[src/rtl/alu_result_drain.sv]
`default_nettype none
// ============================================================================
//  Module   : alu_result_drain
//  Brief    : Circular result queue between the ALU result register and the
//             register-file write port. Accepts {rd, value} pairs, retires
//             one per cycle when the register file is not stalled, and
//             offers a combinational forwarding lookup into in-flight
//             entries (newest matching entry wins).
//  Revision : 1.0 - initial release
// ============================================================================
module alu_result_drain #(
    parameter int DEPTH  = 4,
    parameter int DATA_W = 32,
    parameter int ADDR_W = 5
) (
    input  logic                     clk,
    input  logic                     reset,
    // ALU result side
    input  logic                     in_valid,
    output logic                     in_ready,
    input  logic [ADDR_W-1:0]        in_rd,
    input  logic [DATA_W-1:0]        in_data,
    // Register-file write side
    input  logic                     wb_stall,
    output logic                     wb_en,
    output logic [ADDR_W-1:0]        wb_addr,
    output logic [DATA_W-1:0]        wb_data,
    // Forwarding lookup
    input  logic [ADDR_W-1:0]        fwd_addr,
    output logic                     fwd_hit,
    output logic [DATA_W-1:0]        fwd_data,
    // Status
    output logic [$clog2(DEPTH):0]   count,
    output logic                     full,
    output logic                     empty
);

    localparam int PTR_W = $clog2(DEPTH);
    localparam int CNT_W = PTR_W + 1;

    // Queue storage
    logic [ADDR_W-1:0] r_rd   [DEPTH];
    logic [DATA_W-1:0] r_data [DEPTH];
    logic [DEPTH-1:0]  r_vld;

    logic [PTR_W-1:0]  r_head;
    logic [PTR_W-1:0]  r_tail;
    logic [CNT_W-1:0]  r_count;

    logic              w_full;
    logic              w_empty;
    logic              w_push;
    logic              w_pop;

    // Slot index of the k-th oldest entry, counting from head
    logic [PTR_W-1:0]  w_idx [DEPTH];

    logic              w_fwd_hit;
    logic [DATA_W-1:0] w_fwd_data;

    // Occupancy flags come from the counter only; head==tail is ambiguous
    assign w_full   = (r_count == CNT_W'(DEPTH));
    assign w_empty  = (r_count == '0);

    // A $0 result completes its handshake but is never stored
    assign w_push   = in_valid && !w_full && (in_rd != '0);
    assign w_pop    = !w_empty && !wb_stall;

    assign in_ready = !w_full;
    assign full     = w_full;
    assign empty    = w_empty;
    assign count    = r_count;

    assign wb_en    = w_pop;
    assign wb_addr  = w_pop ? r_rd[r_head]   : '0;
    assign wb_data  = w_pop ? r_data[r_head] : '0;

    generate
        for (genvar g = 0; g < DEPTH; g++) begin : g_idx
            assign w_idx[g] = r_head + PTR_W'(g);
        end
    endgenerate

    // Entry storage: write at tail on push, clear valid at head on pop
    always_ff @(posedge clk or posedge reset) begin
        if (reset) begin
            r_vld <= '0;
            for (int i = 0; i < DEPTH; i++) begin
                r_rd[i]   <= '0;
                r_data[i] <= '0;
            end
        end else begin
            if (w_pop) begin
                r_vld[r_head] <= 1'b0;
            end
            if (w_push) begin
                r_rd[r_tail]   <= in_rd;
                r_data[r_tail] <= in_data;
                r_vld[r_tail]  <= 1'b1;
            end
        end
    end

    // Head/tail pointers wrap naturally at DEPTH (power of two)
    always_ff @(posedge clk or posedge reset) begin
        if (reset) begin
            r_head <= '0;
            r_tail <= '0;
        end else begin
            if (w_pop) begin
                r_head <= r_head + PTR_W'(1);
            end
            if (w_push) begin
                r_tail <= r_tail + PTR_W'(1);
            end
        end
    end

    // Occupancy counter: simultaneous push and pop leave it unchanged
    always_ff @(posedge clk or posedge reset) begin
        if (reset) begin
            r_count <= '0;
        end else begin
            case ({w_push, w_pop})
                2'b10:   r_count <= r_count + CNT_W'(1);
                2'b01:   r_count <= r_count - CNT_W'(1);
                default: r_count <= r_count;
            endcase
        end
    end

    // Forwarding: scan oldest to newest so the newest match overrides
    always_comb begin
        w_fwd_hit  = 1'b0;
        w_fwd_data = '0;
        if (fwd_addr != '0) begin
            for (int k = 0; k < DEPTH; k++) begin
                if (r_vld[w_idx[k]] && (r_rd[w_idx[k]] == fwd_addr)) begin
                    w_fwd_hit  = 1'b1;
                    w_fwd_data = r_data[w_idx[k]];
                end
            end
        end
    end

    assign fwd_hit  = w_fwd_hit;
    assign fwd_data = w_fwd_data;

endmodule
`default_nettype wire

[config.mk]
export PLATFORM = sky130hd
export DESIGN_NAME = alu_result_drain
export DESIGN_NICKNAME = d
export VERILOG_FILES = /design/src/rtl/alu_result_drain.sv
export SDC_FILE = /design/constraint.sdc
export NUM_CORES = 1
export LEC_CHECK = 0
export ABC_AREA = 1
export CAP_MARGIN = 25
export CORE_ASPECT_RATIO = 1.75
export CORE_MARGIN = 2
export CORE_UTILIZATION = 26
export DETAILED_ROUTE_END_ITERATION = 10
export PLACE_DENSITY_LB_ADDON = 0.2
export RECOVER_POWER = 25
export SYNTH_ARGS = -nofsm -noshare
export SYNTH_HDL_FRONTEND = slang
export SYNTH_SLANG_ARGS = --single-unit
[constraint.sdc]
create_clock -name clk -period 5.2 [get_ports clk]
set_clock_uncertainty 0.05 [all_clocks]
set_input_delay 1.04 -clock clk [delete_from_list [all_inputs] [get_ports clk]]
set_output_delay 1.04 -clock clk [all_outputs]
set_load 0.05 [all_outputs]
**After elaboration in Yosys (flattened, before gate mapping)**

Cells that the tools add are included.

- Bits in registers: 159
- Input port bits: 46
- Output and inout bits: 77
- Word-level logic and storage cells: 120

- $add $sub $neg: 6
- $lt $le $gt $ge: 13
- Equal/unequal tests: 7
- Multiplexer cells: 57
- Bitwise logic cells: 8
- Reduce and logical (&&, ||, !) cells: 17

Operator list:

| cell | number |
|---|---|
| $mux W32 | 15 |
| $bmux W32 S2 | 4 |
| $bwmux W128 | 1 |
| $demux W32 S2 | 1 |
| $mux W5 | 10 |
| $bmux W5 S2 | 4 |
| $bwmux W20 | 1 |
| $eq A5 B5 Y1 | 4 |
| $ge A3 B3 Y1 const B | 5 |
| $lt A2 B3 Y1 const B | 5 |
| $not A2 Y3 | 5 |
| $mux W1 | 11 |
| $demux W5 S2 | 1 |
| $logic_and A1 B1 Y1 | 10 |
| $reduce_bool A5 Y1 | 2 |
| $bmux W1 S2 | 4 |
| $mux W4 | 2 |
| $pmux W3 S2 | 1 |
| $add A2 B1 Y2 const B | 2 |
| $add A2 B2 Y2 const B | 2 |
| $and A4 B4 Y4 | 1 |
| $demux W1 S2 | 2 |
| $ge A2 B1 Y1 const B | 2 |
| $not A4 Y4 | 1 |
| 10 further kinds | 12 |

**Logic depth before layout (Yosys ltp)**

Gate-level depths: netlist of run 1.

- Word-level depth: 11
- Depth in mapped cells: 19
- Mapped depth without buffers: 14

**Worst setup path after synthesis of run 1**

OpenSTA, ideal clock, no wires.

- Kind: reg2out
- Start point: reg r_head[1]
- End point: out fwd_data[0]
- Arrival time: 3.702 ns
- Required time: 4.110 ns
- Slack: 0.408 ns
- Stages on the path, launching flop included: 17
- Buffers on the path: 7
- Path through: dfrtp_1 > inv_1 > clkbuf_1 > clkbuf_1 > clkbuf_1 > ha_1 > buf_4 > buf_2 > nor2_1 > nor3_1 > nor3_1 > nand3_2 > inv_2 > buf_4 > buf_4 > nor2_1 > a21oi_1

RTL lines:

| element | line | RTL |
|---|---|---|
| start: declaration | 46 | `logic [PTR_W-1:0] r_head;` |
| start signal: assignment | 111 | `r_head <= r_head + PTR_W'(1);` |
| end: declaration | 31 | `output logic [DATA_W-1:0] fwd_data,` |

==> results.cfg, run 1 <==
[worst_setup_path]
max_stage_delay_ns = 0.49
critPathSlowestCell = dfrtp_4
critPathLaunchType = flop
cp_common_cell = buf_4
worstPathRequired_ns = 4.11
crit_chain = buf_4, inv_2, ha_2, inv_2, nand3_1, nand3_1, nand2_1, nor2_4, nand3_4, a21oi_4, buf_4, nand2_1, a21oi_1, buf_4, buf_12
path_max_fanout = 25
cp-end-kind = output pin
path_class = flop to output pin
critical_path_arrival_ns = 3.83

[route]
drt_iter0_drc = 779
routed_wl_um = 44090
via_count = 11830
vias_per_cell = 4.774
drc_errors = 0
dr.pass1.iters = 5
routedWlPerCell_um = 17.79
antenna_left = 0

[logic_synthesis]
syn-num-nets = 1904
synth_top_area_cell = dfrtp_1
mappedNetlistArea_mm2 = 0.01135
yosysTopAreaCellShare = 0.3506
synth_area_leaders = dfrtp_1 (35%), nand2_1 (23%), o21ai_0 (18%)
ys_types = 32
syn_area_per_cell_um2 = 6.141
synth_seq_cells = 159
seq_area_frac_synth = 0.3506
netlist_instances = 1848
ys.warnings.count = 0

[grt]
grt-ovfl-total = 0
grtUsageTotal = 0.1991
grt_max_degree = 222
antenna_found_initial = 0
grt_pass1_wl_um = 67630
use_met3 = 0.02055
grt_use_met2 = 0.3902
grt_busiest_layer = met2
grt_pass1_vias = 11740
grt_util_met1 = 0.1931

[floorplanning]
pin_count = 123
core_area_mm2 = 0.04322
rows = 101
die-area_mm2 = 0.04540
die_w_um = 161.9
die_h_um = 280.4
start_util = 0.2626

[sta]
min_period_ns = 4.925
setup_viol = 0
finalHoldViolCount = 0
relSlewSlack = -0.4795
setup_tns_ns = 0
whs_ns = 0.4373
drv_slew = 152
fmax_mhz = 203.1
tightest_slew_ns = 2.219
rsz0062_at_grt = no
post-route-period-util = 0.9471

[placed_design]
place_congestion = 0.8936
io_buffers = 122
dpl.hpwl_um = 31460

[cells_and_area]
syn_to_final_growth_pct = 22.37
multi_input_area_mm2 = 0.006170
seq_area_mm2 = 0.003983
nFillCells = 4826
antenna_cells = 0
fin_util = 0.3213
nets = 1955
drive_above_1_share = 0.08264

[outcome]
status = complete, but fails checks
violations = capacitance limit, slew limit

[clock_tree]
post-cts-setup-buffers = 0
htreeDepth = 4
cts_tree = built
cts_buffers = 17
ctsHoldBuffers = 0
clockBufferDepth = 2
insertion_delay_ns = 0.45
cts-root-buf = clkbuf_16
clock_sinks = 159
cts.repair.resized = 0
cts.clk_slew.worst_paths_ns = 0.07

[run]
drv_cap = 1

[min_path]
worstHoldPathType = flop to flop
## cell type report
type / count / area share
Tap cell: 566 / 0.05100
Clock inverter: 15 / 0.01333
Inverter: 176 / 0.04775
Clock buffer: 17 / 0.03063
Timing Repair Buffer: 155 / 0.1262
Multi-Input combinational cell: 1390 / 0.4443
Sequential cell: 159 / 0.2868
## kinds of logic after synthesis
group           after synthesis  synth area share
simple gates                926            0.3238
fa+ha+maj                    10           0.01169
flops                       159            0.3506
buf+inv                     299            0.1086
xor+xnor                      7          0.005403
compound gates              444            0.1972
mux                           3          0.002646
## registers in the layout, indices dropped and copies added, names as in the netlist
| register | flops |
|---|---|
| r_data | 128 |
| r_rd | 20 |
| r_vld | 4 |
| count | 3 |
| r_head | 2 |
| r_tail | 2 |
## synthesized netlist by cell type
cell / n
a21boi_1: 1
a21oi_1: 21
a21oi_4: 1
and2_1: 1
buf_1: 18
buf_2: 31
buf_4: 9
buf_6: 5
clkbuf_1: 60
dfrtp_1: 159
fa_1: 1
ha_1: 9
inv_1: 171
inv_2: 5
mux2i_1: 3
nand2_1: 695
nand2_2: 1
nand3_1: 64
nand3_2: 2
nand3_4: 1
nand4_1: 17
nor2_1: 132
nor2_2: 1
nor2_4: 4
nor3_1: 6
o211ai_1: 1
o21ai_0: 413
o21ai_1: 7
or2_0: 1
or2_2: 1
xnor2_1: 1
xor2_1: 6
## path summary, 6_finish.rpt
check	cells past startpoint	end	slack (ns)	start
max in group asynchronous	3	r_head[0]	1.24	reset
min in group asynchronous	2	count[2]	1.04	reset
min reg2reg	2	r_data[21]	0.44	r_data[21]
max reg2reg	9	count[2]	2.77	count[0]
max	15	fwd_data[9]	0.28	r_head[0]
min	2	r_data[21]	0.44	r_data[21]
## routing by layer
metal	share of wire	up-vias
li1	-	5953
met1	0.35	5482
met2	0.55	276
met3	0.027	119
met4	0.073	0
met5	0	-
## cells in the final DEF (no fill, tap or decap), drive strengths merged
| cell | n |
|---|---|
| clkinv | 5 |
| or2 | 2 |
| xnor2 | 1 |
| o21ai | 420 |
| mux2i | 3 |
| a21boi | 1 |
| inv | 184 |
| dlygate4sd3 | 3 |
| clkdlybuf4s50 | 49 |
| ha | 9 |
| nand4 | 17 |
| xor2 | 6 |
| nor2 | 137 |
| o211ai | 1 |
| nor3 | 6 |
| clkinvlp | 1 |
| nand3 | 67 |
| buf | 101 |
| nand2 | 696 |
| a21oi | 22 |
| fa | 1 |
| and2 | 1 |
| clkbuf | 19 |
| bufinv | 1 |
| dfrtp | 159 |
## through the flow
step / area (um^2) / setup slack (ns) / instances
3_3_place_gp: 13290 / 0.5662 / 2446
2_1_floorplan: 11350 / 0.4082 / 1848
3_5_place_dp: 13290 / 0.5581 / 2446
6_report: 13890 / 0.2753 / 2478
5_1_grt: 13890 / 0.04813 / 2478
4_1_cts: 13900 / 0.2510 / 2478
## critical path, delay by kind of cell, from the launching register on
kind / cells / cell delay [ns]
AND/OR/NAND/NOR: 6 / 0.96
buffers and inverters: 6 / 1.05
AO/OA/AOI/OAI: 2 / 0.49
flip-flops: 1 / 0.49
adder cells (fa/ha/maj): 1 / 0.38
Power of run 1 is not shown: default switching activity piles up to over one toggle a cycle in this logic, so the estimate is an artifact.
==> run 2, diff against run 1 <==
ABC_CLOCK_PERIOD_IN_PS = 5200   (was unset)
DONT_BUFFER_PORTS = 1   (was unset)
==> run 2 against run 1 <==
The flow still finishes with violations (capacitance limit, slew limit). Maximum frequency increased by 0.15%. Sequential share of layout area increased by 2.2 points. Die area unchanged. Routed wire length decreased by 1.6%. Cell area decreased by 7.1%. Flip-flop and latch count unchanged. Core utilization decreased by 2.3 points. Count of clock-buffer cells in the layout unchanged.
==> results.cfg, run 2 (same netlist as run 1, synthesis figures left out) <==
[clock_tree]
cts.clk_slew.worst_paths_ns = 0.08
clockBufferDepth = 2
cts_buffers = 17
ctsHoldBuffers = 0
cts_tree = built
cts-root-buf = clkbuf_16
insertion_delay_ns = 0.45
clock_sinks = 159
htreeDepth = 4

[floorplanning]
rows = 101
pin_count = 123
die-area_mm2 = 0.04540
core_area_mm2 = 0.04322
die_h_um = 280.4
start_util = 0.2626
die_w_um = 161.9

[route]
routed.top_layer = met4
m1WireLength_um = 15620
dr.pass1.iters = 6
drc_errors = 0
met2WireLength_um = 24060
vias_per_cell = 4.776
routed_wl_um = 43400
routedWlPerCell_um = 17.93
antenna_left = 0
drt_iter0_drc = 725
wl_met3_um = 1424
via_count = 11560

[grt]
grt-ovfl-total = 0
grt_pass1_wl_um = 66580
grt_pass1_vias = 11500
antenna_found_initial = 6
grt_max_degree = 156
grtUsageTotal = 0.1953

[cells_and_area]
fin_util = 0.2986
largest_registers = r_data x128, r_rd x20, r_vld x4
syn_to_final_growth_pct = 13.73
final_cell_mix = nand2_1 (691), o21ai_0 (413), inv_1 (169)
nets = 1896
nFillCells = 4927
seq_area_mm2 = 0.003983
largest_register_ffs = 128
top_register = r_data
drive_above_1_share = 0.08365
mostFrequentLayoutCell = nand2_1
multi_input_area_mm2 = 0.006162

[placed_design]
io_buffers = 0
place_congestion = 0.8988
dpl.hpwl_um = 31630

[sta]
setup_viol = 0
fmax_mhz = 203.4
post-route-period-util = 0.9457
tightest_slew_ns = 2.319
relSlewSlack = -0.5461
min_period_ns = 4.917
drv_slew = 156
rsz0062_at_grt = no
setup_tns_ns = 0
finalHoldViolCount = 0

[worst_setup_path]
rr_startpoint = count[0]
critPathSlowestCell = a21oi_4
critical_path_arrival_ns = 3.83
r2r-end = count[2]
worstSetupStartpoint = r_head[0]
critPathLaunchType = flop
path_max_fanout = 17
max_stage_delay_ns = 0.53
cp-end-kind = output pin
crit_chain = inv_2, ha_2, inv_2, nand3_1, nand3_1, nand2_1, nor2_4, nand3_4, a21oi_4, nand2_1, a21oi_1, buf_4
path_class = flop to output pin
r2r_slack_ns = 2.27
crit_path_end = fwd_data[7]
worstPathRequired_ns = 4.11
reg2reg_depth = 10

[outcome]
status = complete, but fails checks
violations = capacitance limit, slew limit

[min_path]
worstHoldPathType = input pin to asynchronous set/reset pin

[run]
drv_cap = 1
-- run 2: cell count changes in the layout (fill, tap and decap cells not counted), moves of 3 or more --
cell,change
nand2_4,-4
nand2_2,+4
dlygate4sd3_1,-3
buf_4,+26
clkdlybuf4s50_1,-49
buf_12,-35
buf_6,+3
-- run 2: metal layers --
layer,GRT usage,up-vias
met2,0.3875,264
met4,0.1001,0
met3,0.02602,89
li1,-,5841
met1,0.1935,5363
met5,0,-
-- run 2: final cells by class --
type,count,share of cell area
Antenna cell,1,0.0001939
Clock buffer,17,0.03296
Clock inverter,15,0.01590
Inverter,176,0.05138
Multi-Input combinational cell,1390,0.4775
Sequential cell,159,0.3086
Tap cell,566,0.05487
Timing Repair Buffer,96,0.05865
-- run 2: timing repair --
| action | 4_1_cts | 5_1_grt |
|---|---|---|
| resized for setup | 1 | 1 |
| pin swaps | 0 | 0 |
| cloned | 0 | 0 |
| buffers inserted | 0 | 0 |
| endpoints found under the setup margin | 2 | 11 |
-- run 2: worst max-delay path, delay by kind of cell (launching register included) --
kind,cells,cell delay [ns]
buffers and inverters,3,0.58
flip-flops,1,0.48
AND/OR/NAND/NOR,6,1.08
AO/OA/AOI/OAI,2,0.86
adder cells (fa/ha/maj),1,0.35
-- run 2: worst min path at each step --
stage | startpoint | to | slack [ns] | cells past startpoint
detailed placement | r_data[124] | r_data[124] | 0.42 | 2
global placement | r_data[18] | r_data[18] | 0.42 | 2
CTS | reset | r_data[46] | 0.33 | 1
floorplan | r_data[0] | r_data[0] | 0.40 | 2
finish | reset | count[2] | 0.38 | 1
global route | reset | count[2] | 0.41 | 1
-- run 2: through the flow --
step / instances / setup WS (ns) / area [um^2] / hold slack (ns)
2_1_floorplan: 1848 / 0.4082 / 11350 / 0.4030
5_1_grt: 2420 / 0.01536 / 12910 / 0.4100
4_1_cts: 2418 / 0.09578 / 12890 / 0.3328
3_3_place_gp: 2385 / 0.4471 / 12250 / 0.4188
6_report: 2420 / 0.2826 / 12910 / 0.3782
3_5_place_dp: 2386 / 0.4200 / 12260 / 0.4232
Power of run 2 is left out for the same reason.
==> run 3, diff against run 2 <==
CORE_MARGIN = unset   (was 2)
==> run 3 against run 2 <==
The flow now finishes without violations. Via count is 2.0% higher. Highest routed layer unchanged. Global-route usage is 0.44 points higher. Worst hold slack better by 0.058 ns. Core utilization is 0.40 points higher. Die area is 1.9% lower. Sequential share of layout area is 0.11 points lower. Count of clock-buffer cells in the layout is 1 higher. Final cell count is 0.12% higher. Maximum frequency is 0.30% lower. Routed wire length is 2.4% higher. Critical path type unchanged. Cell area is 0.35% higher.
==> results.cfg, run 3 (same netlist as run 1, synthesis figures left out) <==
[floorplanning]
die_w_um = 159.9
pin_count = 123
rows = 100
core_area_mm2 = 0.04279
start_util = 0.2652
die_h_um = 278.4
die-area_mm2 = 0.04452

[sta]
rsz0062_at_grt = no
fmax_mhz = 202.7
setup_viol = 0
whs_ns = 0.4360
setup_tns_ns = 0
post-route-period-util = 0.9485
relSlewSlack = 0.3145
finalHoldViolCount = 0
min_period_ns = 4.932
drv_slew = 0
finalWorstSetupSlack_ns = 0.2676
tightest_slew_ns = 1.028

[cells_and_area]
nFillCells = 4830
final_cell_mix = nand2_1 (691), o21ai_0 (413), inv_1 (169)
mostFrequentLayoutCell = nand2_1
syn_to_final_growth_pct = 14.12
largest_register_ffs = 128
multi_input_area_mm2 = 0.006177
nets = 1903
seq_area_mm2 = 0.003983
top_register = r_data
largest_registers = r_data x128, r_rd x20, r_vld x4
drive_above_1_share = 0.08656

[clock_tree]
cts-root-buf = clkbuf_16
clockBufferDepth = 2
clock_sinks = 159
htreeDepth = 4
cts_tree = built
insertion_delay_ns = 0.44
cts_buffers = 17
cts.clk_slew.worst_paths_ns = 0.07
ctsHoldBuffers = 0
post-cts-setup-buffers = 0

[worst_setup_path]
cp_common_cell = nand2_1
cp-end-kind = output pin
critPathSlowestCell = dfrtp_4
worstSetupStartpoint = r_head[0]
critPathLaunchType = flop
path_class = flop to output pin
crit_chain = buf_16, nand2_1, nand3_1, nand2_1, nand2_1, nand2_1, nor2_1, nand3_1, buf_4, nor2_1, nor2_1, a21oi_1, buf_4
max_stage_delay_ns = 0.53
worstPathRequired_ns = 4.11
rr_startpoint = count[2]
path_max_fanout = 111
critical_path_arrival_ns = 3.84

[route]
vias_per_cell = 4.865
routedWlPerCell_um = 18.34
drt_iter0_drc = 785
via_count = 11790
antenna_left = 0
dr.pass1.iters = 5
routed_wl_um = 44430
drc_errors = 0

[grt]
grt-ovfl-total = 0
grt_max_degree = 222
antenna_found_initial = 5
grtUsageTotal = 0.1997
grt_pass1_wl_um = 67030
grt_pass1_vias = 11560

[min_path]
min_from = r_data[93]
worstHoldPathType = flop to flop

[outcome]
status = finished, final reports clean

[placed_design]
place_congestion = 0.9142
pre_cts_slack_ns = 0.6072
dpl.hpwl_um = 30680
io_buffers = 0

[run]
drv_cap = 0
[run 3: per-layer routing]
metal / GRT usage / up-vias / part of all wire
li1: - / 5852 / -
met1: 0.2021 / 5578 / 0.38
met2: 0.3936 / 271 / 0.55
met3: 0.02325 / 87 / 0.029
met4: 0.1016 / 0 / 0.045
met5: 0 / - / 0
[run 3: what timing repair did]
| item | 4_1_cts | 5_1_grt |
|---|---|---|
| gates resized for setup | 0 | 5 |
| hold endpoints to repair | 0 | 0 |
| setup endpoints to repair | 0 | 8 |
[run 3: path summary, 6_finish.rpt]
path | slack, ns | depth (start not counted) | end
worst max-delay path | 0.27 | 13 | fwd_data[4]
worst min-delay path | 0.44 | 2 | r_data[93]
worst max register to register | 2.23 | 10 | r_data[109]
worst min register to register | 0.44 | 2 | r_data[93]
max in group asynchronous | 3.54 | 2 | r_head[0]
min in group asynchronous | 0.66 | 2 | r_data[126]
[run 3: layout make-up]
cell class / instances / share of cell area
antenna: 2 / 0.0003864
multi-input combinational: 1390 / 0.4770
clock buffer: 18 / 0.03314
inverter: 176 / 0.05140
timing repair buffer: 103 / 0.06511
sequential: 159 / 0.3075
clock inverter: 14 / 0.01130
tap: 561 / 0.05420
[run 3: critical path: cells and delay by family, from the launching register on]
family / cells / cell delay (ns)
DFF: 1 / 0.53
buffers and inverters: 3 / 1.00
AOI/OAI and AO/OA: 1 / 0.34
and+or+nand+nor: 9 / 1.48
[run 3: through the flow]
step | cells | instance area, um^2 | util
CTS | 2419 | 12870 | 0.3008
detailed placement | 2387 | 12300 | 0.2873
floorplan | 1848 | 11350 | -
global placement | 2387 | 12300 | 0.2873
finish | 2423 | 12950 | 0.3027
global route | 2423 | 12950 | 0.3027
Power of run 3 is left out for the same reason.
==> variant (config.mk and constraints of run 1) <==
Make the reset (`reset`) synchronous in 3 clocked blocks.
--- a/src/rtl/alu_result_drain.sv
+++ b/src/rtl/alu_result_drain.sv
@@ -82,7 +82,7 @@
     endgenerate
 
     // Entry storage: write at tail on push, clear valid at head on pop
-    always_ff @(posedge clk or posedge reset) begin
+    always_ff @(posedge clk) begin
         if (reset) begin
             r_vld <= '0;
             for (int i = 0; i < DEPTH; i++) begin
@@ -102,7 +102,7 @@
     end
 
     // Head/tail pointers wrap naturally at DEPTH (power of two)
-    always_ff @(posedge clk or posedge reset) begin
+    always_ff @(posedge clk) begin
         if (reset) begin
             r_head <= '0;
             r_tail <= '0;
@@ -117,7 +117,7 @@
     end
 
     // Occupancy counter: simultaneous push and pop leave it unchanged
-    always_ff @(posedge clk or posedge reset) begin
+    always_ff @(posedge clk) begin
         if (reset) begin
             r_count <= '0;
         end else begin
Formal check against the unedited RTL: differs if reset is asserted again (counterexample within 4 cycles, from zero or initial values and one cycle with reset high); with reset held inactive, the same outputs for 4 cycles.
==> variant against run 1 <==
- the flow still finishes with violations (capacitance limit, slew limit)
- count of clock-buffer cells in the layout unchanged
- final area increased by 11%
- setup slack got worse by 0.057 ns
- area after synthesis increased by 9.0%
- sequential cell count increased by 2
- wire length increased by 6.2%
- die area increased by 8.8%
- register-to-register slack got worse by 1.5 ns
==> variant: results (changes against run 1) <==
CTS max path bufs: 2 (unchanged)
Unique masters post-synth: 30 (-6.3%)
Detail Placement HPWL: 30000 um (-4.8%)
H-tree depth: 4 (unchanged)
Drt first pass iters: 5 (unchanged)
First-pass GRT wire length: 71200 um (+5.2%)
Via density: 5.02 (+5.1%)
I/O Buffers: 122 (unchanged)
Hold Path Class: register to register
Post-CTS Setup Inserts: 0 (unchanged)
WL final: 46800 um (+6.2%)
Area after DPL: 14800 um2 (+11%)
Fin nets: 1954 (-0.051%)
Synth warn: 0 (unchanged)
Vias in the first global route: 12495 (+6.4%)
# Max-Cap Violations: 1 (unchanged)
Root Driver: clkbuf_16
Outcome: finished, violations left
N_diodes: 0 (unchanged)
Failing checks: capacitance limit, slew limit
Max Slew Vio Count: 22 (-86%)
Leakage: 6.59 nW
Fraction of registers with async set/reset: 0 (-1.00)
Total GRT Usage: 0.192 (-0.00669)
Register area share after synthesis: 0.380 (+0.0297)
PostCTS Resize Cnt: 0 (unchanged)
Pin count of the biggest net entering global routing: 207 (-6.8%)
CTS Buf Count: 17 (unchanged)
Initial antenna violation count: 0 (unchanged)
Peak supply drop: 0.300 mV
Crit-path max FO: 28 (+12%)
Clk_lat worst skew: 0.45 ns (about the same)
Initial DRC count: 835 (+7.2%)
Post-Syn Instances: 1852 (+0.22%)
Largest cells by area after synthesis: edfxtp_1 (36%), nand2_1 (14%), nor2_1 (10%), o21ai_0 (7.4%), inv_1 (6.6%)
Most frequent cells after synthesis: nand2_1 (449), nor2_1 (333), inv_1 (216)
Tightest Pin Transition: 1.66 ns (-0.560 ns)
Proportion of layout cells with a drive suffix above 1: 0.105 (+0.0221)
Top Registers: r_data (128), r_rd (20), r_vld (4)
Number of enable flip-flop cells after synthesis: 148 (+148)
Final Non-Filler Cells: 2497 (+0.77%)
Ys flop type: edfxtp_1
GPL Wtd Cong: 0.855 (-4.3%)
Reg clk slew, reported paths: 0.07 ns (about the same)
Critical path arrival: 3.89 ns (+0.06 ns)
==> variant: changes by cell type after synthesis, moves of 28 or more <==
| cell | change |
|---|---|
| inv_1 | +45 |
| o21ai_0 | -231 |
| o22ai_1 | +31 |
| nor2_2 | +28 |
| a21oi_1 | +97 |
| nand2_1 | -246 |
| o211ai_1 | +33 |
| dfrtp_1 | -159 |
| nor2_1 | +201 |
| edfxtp_1 | +148 |
==> variant: cell type report <==
| type | instances | area, um2 |
|---|---|---|
| fill | 4964 | 31500 |
| clock inverter | 13 | 185 |
| multi-input combinational | 1338 | 6200 |
| timing repair buffer | 159 | 2290 |
| sequential | 161 | 4710 |
| clock buffer | 17 | 425 |
| tap | 588 | 736 |
| inverter | 221 | 830 |
==> variant: per-layer routing <==
| metal | track usage | part of all wire | vias up |
|---|---|---|---|
| li1 | - | - | 6109 |
| met1 | 0.199 | 0.37 | 5950 |
| met2 | 0.378 | 0.55 | 371 |
| met3 | 0.0222 | 0.040 | 102 |
| met4 | 0.0892 | 0.039 | 0 |
| met5 | 0 | 0 | - |
==> variant: worst max-delay path: stages (launching register included) <==
cell and delay [ns]:
dfxtp_4 0.58, inv_2 0.10, ha_4 0.45, inv_2 0.27, nand3_1 0.16, nand2_1 0.08
nand2_1 0.09, nand2_1 0.06, nor2_1 0.25, nand3_4 0.42, buf_4 0.37, nand2_1 0.08
nand2_1 0.06, a21oi_2 0.26, buf_12 0.18
==> variant: where the power goes <==
part | switching, mW | internal, mW
Sequential | 0.150 | 1.61
Combinational | 3.42 | 1.64
Clock | 0.547 | 0.800
==> variant: cells by family (layout without fill, tap and decap cells) <==
logic type	after synthesis	count (layout)	synth area share
AO/OA/AOI/OAI	415	415	0.186
XOR/XNOR	1	1	0.000708
AND/OR/NAND/NOR	909	909	0.297
multiplexers	3	3	0.00243
flip-flops	161	161	0.380
adder cells (fa/ha/maj)	10	10	0.0107
buffers and inverters	353	410	0.123
==> variant: worst paths after layout <==
path              startpoint             to  slack (ns)  cells past startpoint
setup / recovery   r_head[0]   fwd_data[22]        0.22                     14
hold / removal      r_vld[3]       r_vld[3]        0.45                      1
setup reg to reg    count[2]  r_data[1][11]        1.24                     10
hold reg to reg     r_vld[3]       r_vld[3]        0.45                      1
==> variant: stage by stage <==
step           utilization  total power, mW  worst slack (ns)  hold slack (ns)
6_report             0.328             8.16             0.219            0.454
5_1_grt              0.328             8.74            0.0178            0.468
4_1_cts              0.328             8.21            0.0317            0.453
3_5_place_dp         0.315             6.86             0.453            0.444
3_3_place_gp         0.315             6.83             0.484            0.432
2_1_floorplan            -             5.01           0.00665            0.419
